<file path="src/rtl/pc_fetch_ctrl_if.sv">
// Signal bundle between the fetch sequencer and the pipeline (hazard unit, redirect sources, PC, imem).
// The master side is the sequencer; the slave side is the surrounding pipeline.
interface pc_fetch_ctrl_if;
    logic        hazard_stall;
    logic        imem_ready;
    logic        trap_req;
    logic [31:0] trap_vector;
    logic        ex_branch_taken;
    logic [31:0] ex_branch_target;
    logic        id_jump;
    logic [31:0] id_jump_target;
    logic        halt_req;
    logic        resume;
    logic        pc_stall;
    logic        pc_src;
    logic [31:0] pc_target;
    logic        imem_req;
    logic        flush_if;
    logic        flush_id;
    logic        redirect_pending;
    logic [1:0]  state;

    modport master (
        input  hazard_stall, imem_ready, trap_req, trap_vector,
               ex_branch_taken, ex_branch_target, id_jump, id_jump_target,
               halt_req, resume,
        output pc_stall, pc_src, pc_target, imem_req, flush_if, flush_id,
               redirect_pending, state
    );

    modport slave (
        output hazard_stall, imem_ready, trap_req, trap_vector,
               ex_branch_taken, ex_branch_target, id_jump, id_jump_target,
               halt_req, resume,
        input  pc_stall, pc_src, pc_target, imem_req, flush_if, flush_id,
               redirect_pending, state
    );
endinterface

</file>
<file path="src/rtl/pc_fetch_ctrl.sv">
// PC sequencing controller: boot redirect, prioritised redirects (trap > branch > jump),
// holding of redirects that arrive while the PC is stalled, and halt/resume.
//
// state | meaning
// BOOT  | one cycle after reset, PC loads RESET_VECTOR
// RUN   | fetching; redirects applied directly or captured while stalled
// HALT  | fetch stopped; a trap or resume returns to RUN
module pc_fetch_ctrl #(
    parameter logic [31:0] RESET_VECTOR = 32'h0000_0000
) (
    input  logic            clk,
    input  logic            reset,
    pc_fetch_ctrl_if.master bus
);
    typedef enum logic [1:0] {
        ST_BOOT = 2'd0,
        ST_RUN  = 2'd1,
        ST_HALT = 2'd2
    } state_t;

    // Source encoding doubles as priority rank so captures compare numerically.
    localparam logic [1:0] SRC_NONE   = 2'd0;
    localparam logic [1:0] SRC_JUMP   = 2'd1;
    localparam logic [1:0] SRC_BRANCH = 2'd2;
    localparam logic [1:0] SRC_TRAP   = 2'd3;

    state_t      state_q, state_d;
    logic        pend_q, pend_d;
    logic [1:0]  pend_src_q, pend_src_d;
    logic [31:0] pend_tgt_q, pend_tgt_d;

    logic [1:0]  sel_src;
    logic [31:0] sel_tgt;
    logic        new_evt;
    logic        new_wins;
    logic        imem_req_c;
    logic        stall_c;

    always_comb begin
        sel_src = SRC_NONE;
        sel_tgt = '0;
        if (bus.trap_req) begin
            sel_src = SRC_TRAP;
            sel_tgt = bus.trap_vector;
        end else if (bus.ex_branch_taken) begin
            sel_src = SRC_BRANCH;
            sel_tgt = bus.ex_branch_target;
        end else if (bus.id_jump) begin
            sel_src = SRC_JUMP;
            sel_tgt = bus.id_jump_target;
        end
    end

    assign new_evt    = (sel_src != SRC_NONE);
    // pend_src_q is SRC_NONE when empty, so any new event wins then.
    assign new_wins   = new_evt && (sel_src >= pend_src_q);
    assign imem_req_c = (state_q == ST_RUN);
    assign stall_c    = bus.hazard_stall | (imem_req_c & ~bus.imem_ready);

    always_ff @(posedge clk or posedge reset) begin
        if (reset) begin
            state_q    <= ST_BOOT;
            pend_q     <= 1'b0;
            pend_src_q <= SRC_NONE;
            pend_tgt_q <= '0;
        end else begin
            state_q    <= state_d;
            pend_q     <= pend_d;
            pend_src_q <= pend_src_d;
            pend_tgt_q <= pend_tgt_d;
        end
    end

    always_comb begin
        state_d    = state_q;
        pend_d     = pend_q;
        pend_src_d = pend_src_q;
        pend_tgt_d = pend_tgt_q;
        case (state_q)
            ST_BOOT: state_d = ST_RUN;
            ST_RUN: begin
                if (!stall_c) begin
                    pend_d     = 1'b0;
                    pend_src_d = SRC_NONE;
                    pend_tgt_d = '0;
                end else if (new_wins) begin
                    pend_d     = 1'b1;
                    pend_src_d = sel_src;
                    pend_tgt_d = sel_tgt;
                end
                if (bus.halt_req && !pend_q && !new_evt) state_d = ST_HALT;
            end
            ST_HALT: begin
                if (bus.trap_req || bus.resume) state_d = ST_RUN;
            end
            default: state_d = ST_BOOT;
        endcase
    end

    always_comb begin
        bus.pc_stall  = 1'b0;
        bus.pc_src    = 1'b0;
        bus.pc_target = '0;
        bus.imem_req  = imem_req_c;
        bus.flush_if  = 1'b0;
        bus.flush_id  = 1'b0;
        case (state_q)
            ST_BOOT: begin
                bus.pc_src    = 1'b1;
                bus.pc_target = RESET_VECTOR;
                bus.flush_if  = 1'b1;
                bus.flush_id  = 1'b1;
            end
            ST_RUN: begin
                bus.pc_stall = stall_c;
                bus.flush_if = new_evt | pend_q;
                bus.flush_id = (sel_src >= SRC_BRANCH);
                if (!stall_c) begin
                    if (new_wins) begin
                        bus.pc_src    = 1'b1;
                        bus.pc_target = sel_tgt;
                    end else if (pend_q) begin
                        bus.pc_src    = 1'b1;
                        bus.pc_target = pend_tgt_q;
                    end
                end
            end
            ST_HALT: begin
                bus.pc_stall = 1'b1;
                if (bus.trap_req) begin
                    bus.pc_stall  = 1'b0;
                    bus.pc_src    = 1'b1;
                    bus.pc_target = bus.trap_vector;
                    bus.flush_if  = 1'b1;
                    bus.flush_id  = 1'b1;
                end
            end
            default: ;
        endcase
    end

    assign bus.redirect_pending = pend_q;
    assign bus.state            = state_q;
endmodule

</file>
<file path="src/flat_wrapper.sv">
// flat-port wrapper written by rule: the top's interface ports become plain ports
module pc_fetch_ctrl_flat 
#(
    parameter logic [31:0] RESET_VECTOR = 32'h0000_0000
)
  (clk, reset, bus_hazard_stall, bus_imem_ready, bus_trap_req, bus_trap_vector, bus_ex_branch_taken, bus_ex_branch_target, bus_id_jump, bus_id_jump_target, bus_halt_req, bus_resume, bus_pc_stall, bus_pc_src, bus_pc_target, bus_imem_req, bus_flush_if, bus_flush_id, bus_redirect_pending, bus_state);
  pc_fetch_ctrl_if bus_i ();
  input  logic clk;
  input  logic reset;
  input wire logic [$bits(bus_i.hazard_stall)-1:0] bus_hazard_stall;
  input wire logic [$bits(bus_i.imem_ready)-1:0] bus_imem_ready;
  input wire logic [$bits(bus_i.trap_req)-1:0] bus_trap_req;
  input wire logic [$bits(bus_i.trap_vector)-1:0] bus_trap_vector;
  input wire logic [$bits(bus_i.ex_branch_taken)-1:0] bus_ex_branch_taken;
  input wire logic [$bits(bus_i.ex_branch_target)-1:0] bus_ex_branch_target;
  input wire logic [$bits(bus_i.id_jump)-1:0] bus_id_jump;
  input wire logic [$bits(bus_i.id_jump_target)-1:0] bus_id_jump_target;
  input wire logic [$bits(bus_i.halt_req)-1:0] bus_halt_req;
  input wire logic [$bits(bus_i.resume)-1:0] bus_resume;
  output wire logic [$bits(bus_i.pc_stall)-1:0] bus_pc_stall;
  output wire logic [$bits(bus_i.pc_src)-1:0] bus_pc_src;
  output wire logic [$bits(bus_i.pc_target)-1:0] bus_pc_target;
  output wire logic [$bits(bus_i.imem_req)-1:0] bus_imem_req;
  output wire logic [$bits(bus_i.flush_if)-1:0] bus_flush_if;
  output wire logic [$bits(bus_i.flush_id)-1:0] bus_flush_id;
  output wire logic [$bits(bus_i.redirect_pending)-1:0] bus_redirect_pending;
  output wire logic [$bits(bus_i.state)-1:0] bus_state;
  assign bus_i.hazard_stall = bus_hazard_stall;
  assign bus_i.imem_ready = bus_imem_ready;
  assign bus_i.trap_req = bus_trap_req;
  assign bus_i.trap_vector = bus_trap_vector;
  assign bus_i.ex_branch_taken = bus_ex_branch_taken;
  assign bus_i.ex_branch_target = bus_ex_branch_target;
  assign bus_i.id_jump = bus_id_jump;
  assign bus_i.id_jump_target = bus_id_jump_target;
  assign bus_i.halt_req = bus_halt_req;
  assign bus_i.resume = bus_resume;
  assign bus_pc_stall = bus_i.pc_stall;
  assign bus_pc_src = bus_i.pc_src;
  assign bus_pc_target = bus_i.pc_target;
  assign bus_imem_req = bus_i.imem_req;
  assign bus_flush_if = bus_i.flush_if;
  assign bus_flush_id = bus_i.flush_id;
  assign bus_redirect_pending = bus_i.redirect_pending;
  assign bus_state = bus_i.state;
  pc_fetch_ctrl #(.RESET_VECTOR(RESET_VECTOR)) u_core (.clk(clk), .reset(reset), .bus(bus_i));
endmodule
</file>
<file path="config.mk">
export PLATFORM = sky130hd
export DESIGN_NAME = pc_fetch_ctrl_flat
export DESIGN_NICKNAME = d
export VERILOG_FILES = /design/src/rtl/pc_fetch_ctrl_if.sv /design/src/rtl/pc_fetch_ctrl.sv /design/src/flat_wrapper.sv
export SDC_FILE = /design/constraint.sdc
export NUM_CORES = 1
export LEC_CHECK = 0
export ABC_AREA = 1
export BUFFER_PORTS_ARGS = -buffer_cell sky130_fd_sc_hd__buf_2
export CAP_MARGIN = 20
export CORE_ASPECT_RATIO = 1.2
export CORE_MARGIN = 2
export CORE_UTILIZATION = 30
export CTS_CLUSTER_DIAMETER = 120
export CTS_CLUSTER_SIZE = 8
export DETAILED_ROUTE_END_ITERATION = 10
export PLACE_DENSITY = 0.55
export SLEW_MARGIN = 20
export SYNTH_ARGS = -nofsm -noshare
export SYNTH_HDL_FRONTEND = slang
export SYNTH_SLANG_ARGS = --single-unit
</file>
<file path="constraint.sdc">
create_clock -name clk -period 4.65 [get_ports clk]
set_clock_uncertainty 0.05 [all_clocks]
set_input_delay 0.6975 -clock clk [delete_from_list [all_inputs] [get_ports clk]]
set_output_delay 0.6975 -clock clk [all_outputs]
set_load 0.005 [all_outputs]
</file>
==> out/results.ini <==
[global_routing]
grt_pass1_wl_mm=18.9
antenna_found_initial=0
first_global_vias=4092
grt_use_total_pct=19.0
grt_overflow_total=0
grt_max_degree=56

[place]
io_buffers=144
gp_congestion=0.810
hpwl_mm=8.24
placed_area_um2=4210

[logic_synthesis]
yosys.area.top_type=nand2_1
synth_nets=696
synth_flop_cell=dfrtp_1
synth_seq_cells=37
synth.yosys.seq_area_share_pct=26.6
syn_inst=586
synth-edff-count=0
synth_area_leaders=nand2_1 (28%), dfrtp_1 (27%), nand3_1 (15%)
synth.distinct_cells=22
netlist_area_um2=3480
avgSynthCellArea_um2=5.93
ys_warn_count=0
ys_async_sr_fraction_pct=100
synth_top_area_share_pct=28.1

[cells_and_area]
areaGrowthSynthToFinish_pct=25.3
diodes=0
final_area_um2=4360
layout_common_cells=nand2_1 (260), buf_2 (144), nand3_1 (106)
layout-drive-gt1-share_pct=29.8
fin_nets=807
mostFrequentLayoutCell=nand2_1
finish.utilization_pct=38.2

[cts]
postCtsSetupRepairBufs=0
clkTransAtPathRegs_ns=0.06
insertion_delay_ns=0.28
cts-resized-gates=0
clockBufferDepth=2
cts-root-buf=clkbuf_16
cts_buffers=5
postCtsHoldBufs=0
cts-htree-levels=2
clkSinkCount=37
cts_tree=built

[setup_path]
criticalPathCategory=in2out
cp_slowest_cell=a21oi_4
r2r_start=u_core.pend_src_q[1]
crit_path_end_kind=output pin
slowest_delay_ns=0.38
worst-path-buf-inv=3
critPathLaunch=bus_ex_branch_taken
cp_data_required_time_ns=3.90
cp.arrival_ns=3.06
critPathLaunchType=input port
crit_chain=buf_2 -> nor2_1 -> inv_1 -> ha_1 -> nand2_2 -> nand2_4 -> nand2_4 -> a21oi_4 -> nand2_1 -> a21oi_1 -> buf_2
crit_family=simple AND/OR/NAND/NOR gates
cp_max_fo=35

[power]
power_frac_comb_pct=55.7
p_total_w=0.00201
p_leak_nw=2.34
clkPwrFrac_pct=16.7
seqPwrFrac_pct=27.5
power_per_cell_area_nw_per_um2=462
p_switching_w=0.000982
internal-power_w=0.00103
p_sw_share_pct=48.8
irDropWorstVdd_uv=227

[sta]
hold_violations=0
setup_viol=0
period_minus_slack_ns=3.80
final.period_utilization_pct=81.8
finalSetupTns_ns=0
drv_slew=0
tightestPinTransition_ns=0.941
max_slew_margin_pct=37.3
hold_slack_ns=0.431
grt_setup_unrepaired=no
fmax_mhz=263

[run_status]
status=finished clean

[routing]
totalWireLength_mm=11.8
route.detailed.drc=0
vias_per_cell=4.83
wl_per_cell_um=13.8
drtIter0Drc=225
firstDrtPassIters=5
postRouteAntennaNets=0
vias=4129

[floorplanning]
start_util_pct=30.5
rows=43
core_um2=11400
die_x_um=102
die_h_um=122
die-area_um2=12500
io_pins=145

[run]
cap_violations=0

[hold_path]
hp-start=u_core.pend_tgt_q[17]
hold_path.class=reg2reg

==> cell families after synthesis <==
logic type | Yosys count | share of synthesized area (%)
buffers and inverters | 72 | 9.14
adder cells (fa/ha/maj) | 5 | 1.80
AND/OR/NAND/NOR | 404 | 49.9
flip-flops | 37 | 26.6
AO/OA/AOI/OAI | 68 | 12.6
==> power by group through the flow <==
stage | clock [W] | combinational (W) | sequential (W)
global route | 0.000354 | 0.00127 | 0.000570
finish | 0.000336 | 0.00112 | 0.000554
CTS | 0.000342 | 0.00114 | 0.000553
detailed placement | 0 | 0.00114 | 0.000557
floorplan | 0 | 0.000854 | 0.000510
global placement | 0 | 0.00111 | 0.000553
==> worst min-delay path, stage by stage, from the launching register on <==
cell	delay (ns)
dfrtp_1	0.34
nand2_1	0.05
nand2_1	0.05
==> synth_stat cells, types with 5 or more instances <==
cell        n
a21oi_1    38
buf_2      18
clkbuf_1   23
dfrtp_1    37
ha_1        5
inv_1      26
nand2_1   260
nand3_1   106
nor2_1     10
o21ai_0     6
o21ai_2    19
or2_2      22
==> flip-flops by register name (all words and copies together) (netlist names) <==
| name | flops |
|---|---|
| u_core.pend_tgt_q | 32 |
| u_core.bus.redirect_pending | 1 |
| u_core.pend_src_q | 2 |
| u_core.bus.state | 2 |
==> cell type report <==
| type | count | area, um2 |
|---|---|---|
| clock buffer | 7 | 143 |
| multi-input combinational | 477 | 2230 |
| fill | 1319 | 7050 |
| sequential | 37 | 926 |
| inverter | 28 | 108 |
| tap | 157 | 196 |
| timing repair buffer | 148 | 751 |
==> through the flow <==
step | setup WS, ns | cells
global route | 0.537 | 854
finish | 0.847 | 854
floorplan | 1.85 | 586
detailed placement | 0.770 | 847
CTS | 0.768 | 854
global placement | 0.916 | 847
==> worst paths after layout <==
kind                                          to  slack (ns)  depth (start not counted)
setup / recovery               bus_pc_target[25]        0.85                         11
hold / removal             u_core.pend_tgt_q[17]        0.43                          2
setup reg to reg            u_core.pend_tgt_q[8]        1.83                          8
hold reg to reg            u_core.pend_tgt_q[17]        0.43                          2
max in group asynchronous   u_core.pend_tgt_q[8]        3.49                          2
min in group asynchronous    u_core.bus.state[1]        0.53                          2
==> per-layer routing <==
metal	wire length [um]	vias up	part of all wire, %	track usage [%]
li1	-	2092	-	-
met1	5080	1868	43	22.4
met2	5870	148	50	34.5
met3	588	21	5.0	2.47
met4	287	0	2.4	7.25
met5	0	-	0	0
No activity file was read; power rests on OpenSTA's default activity.
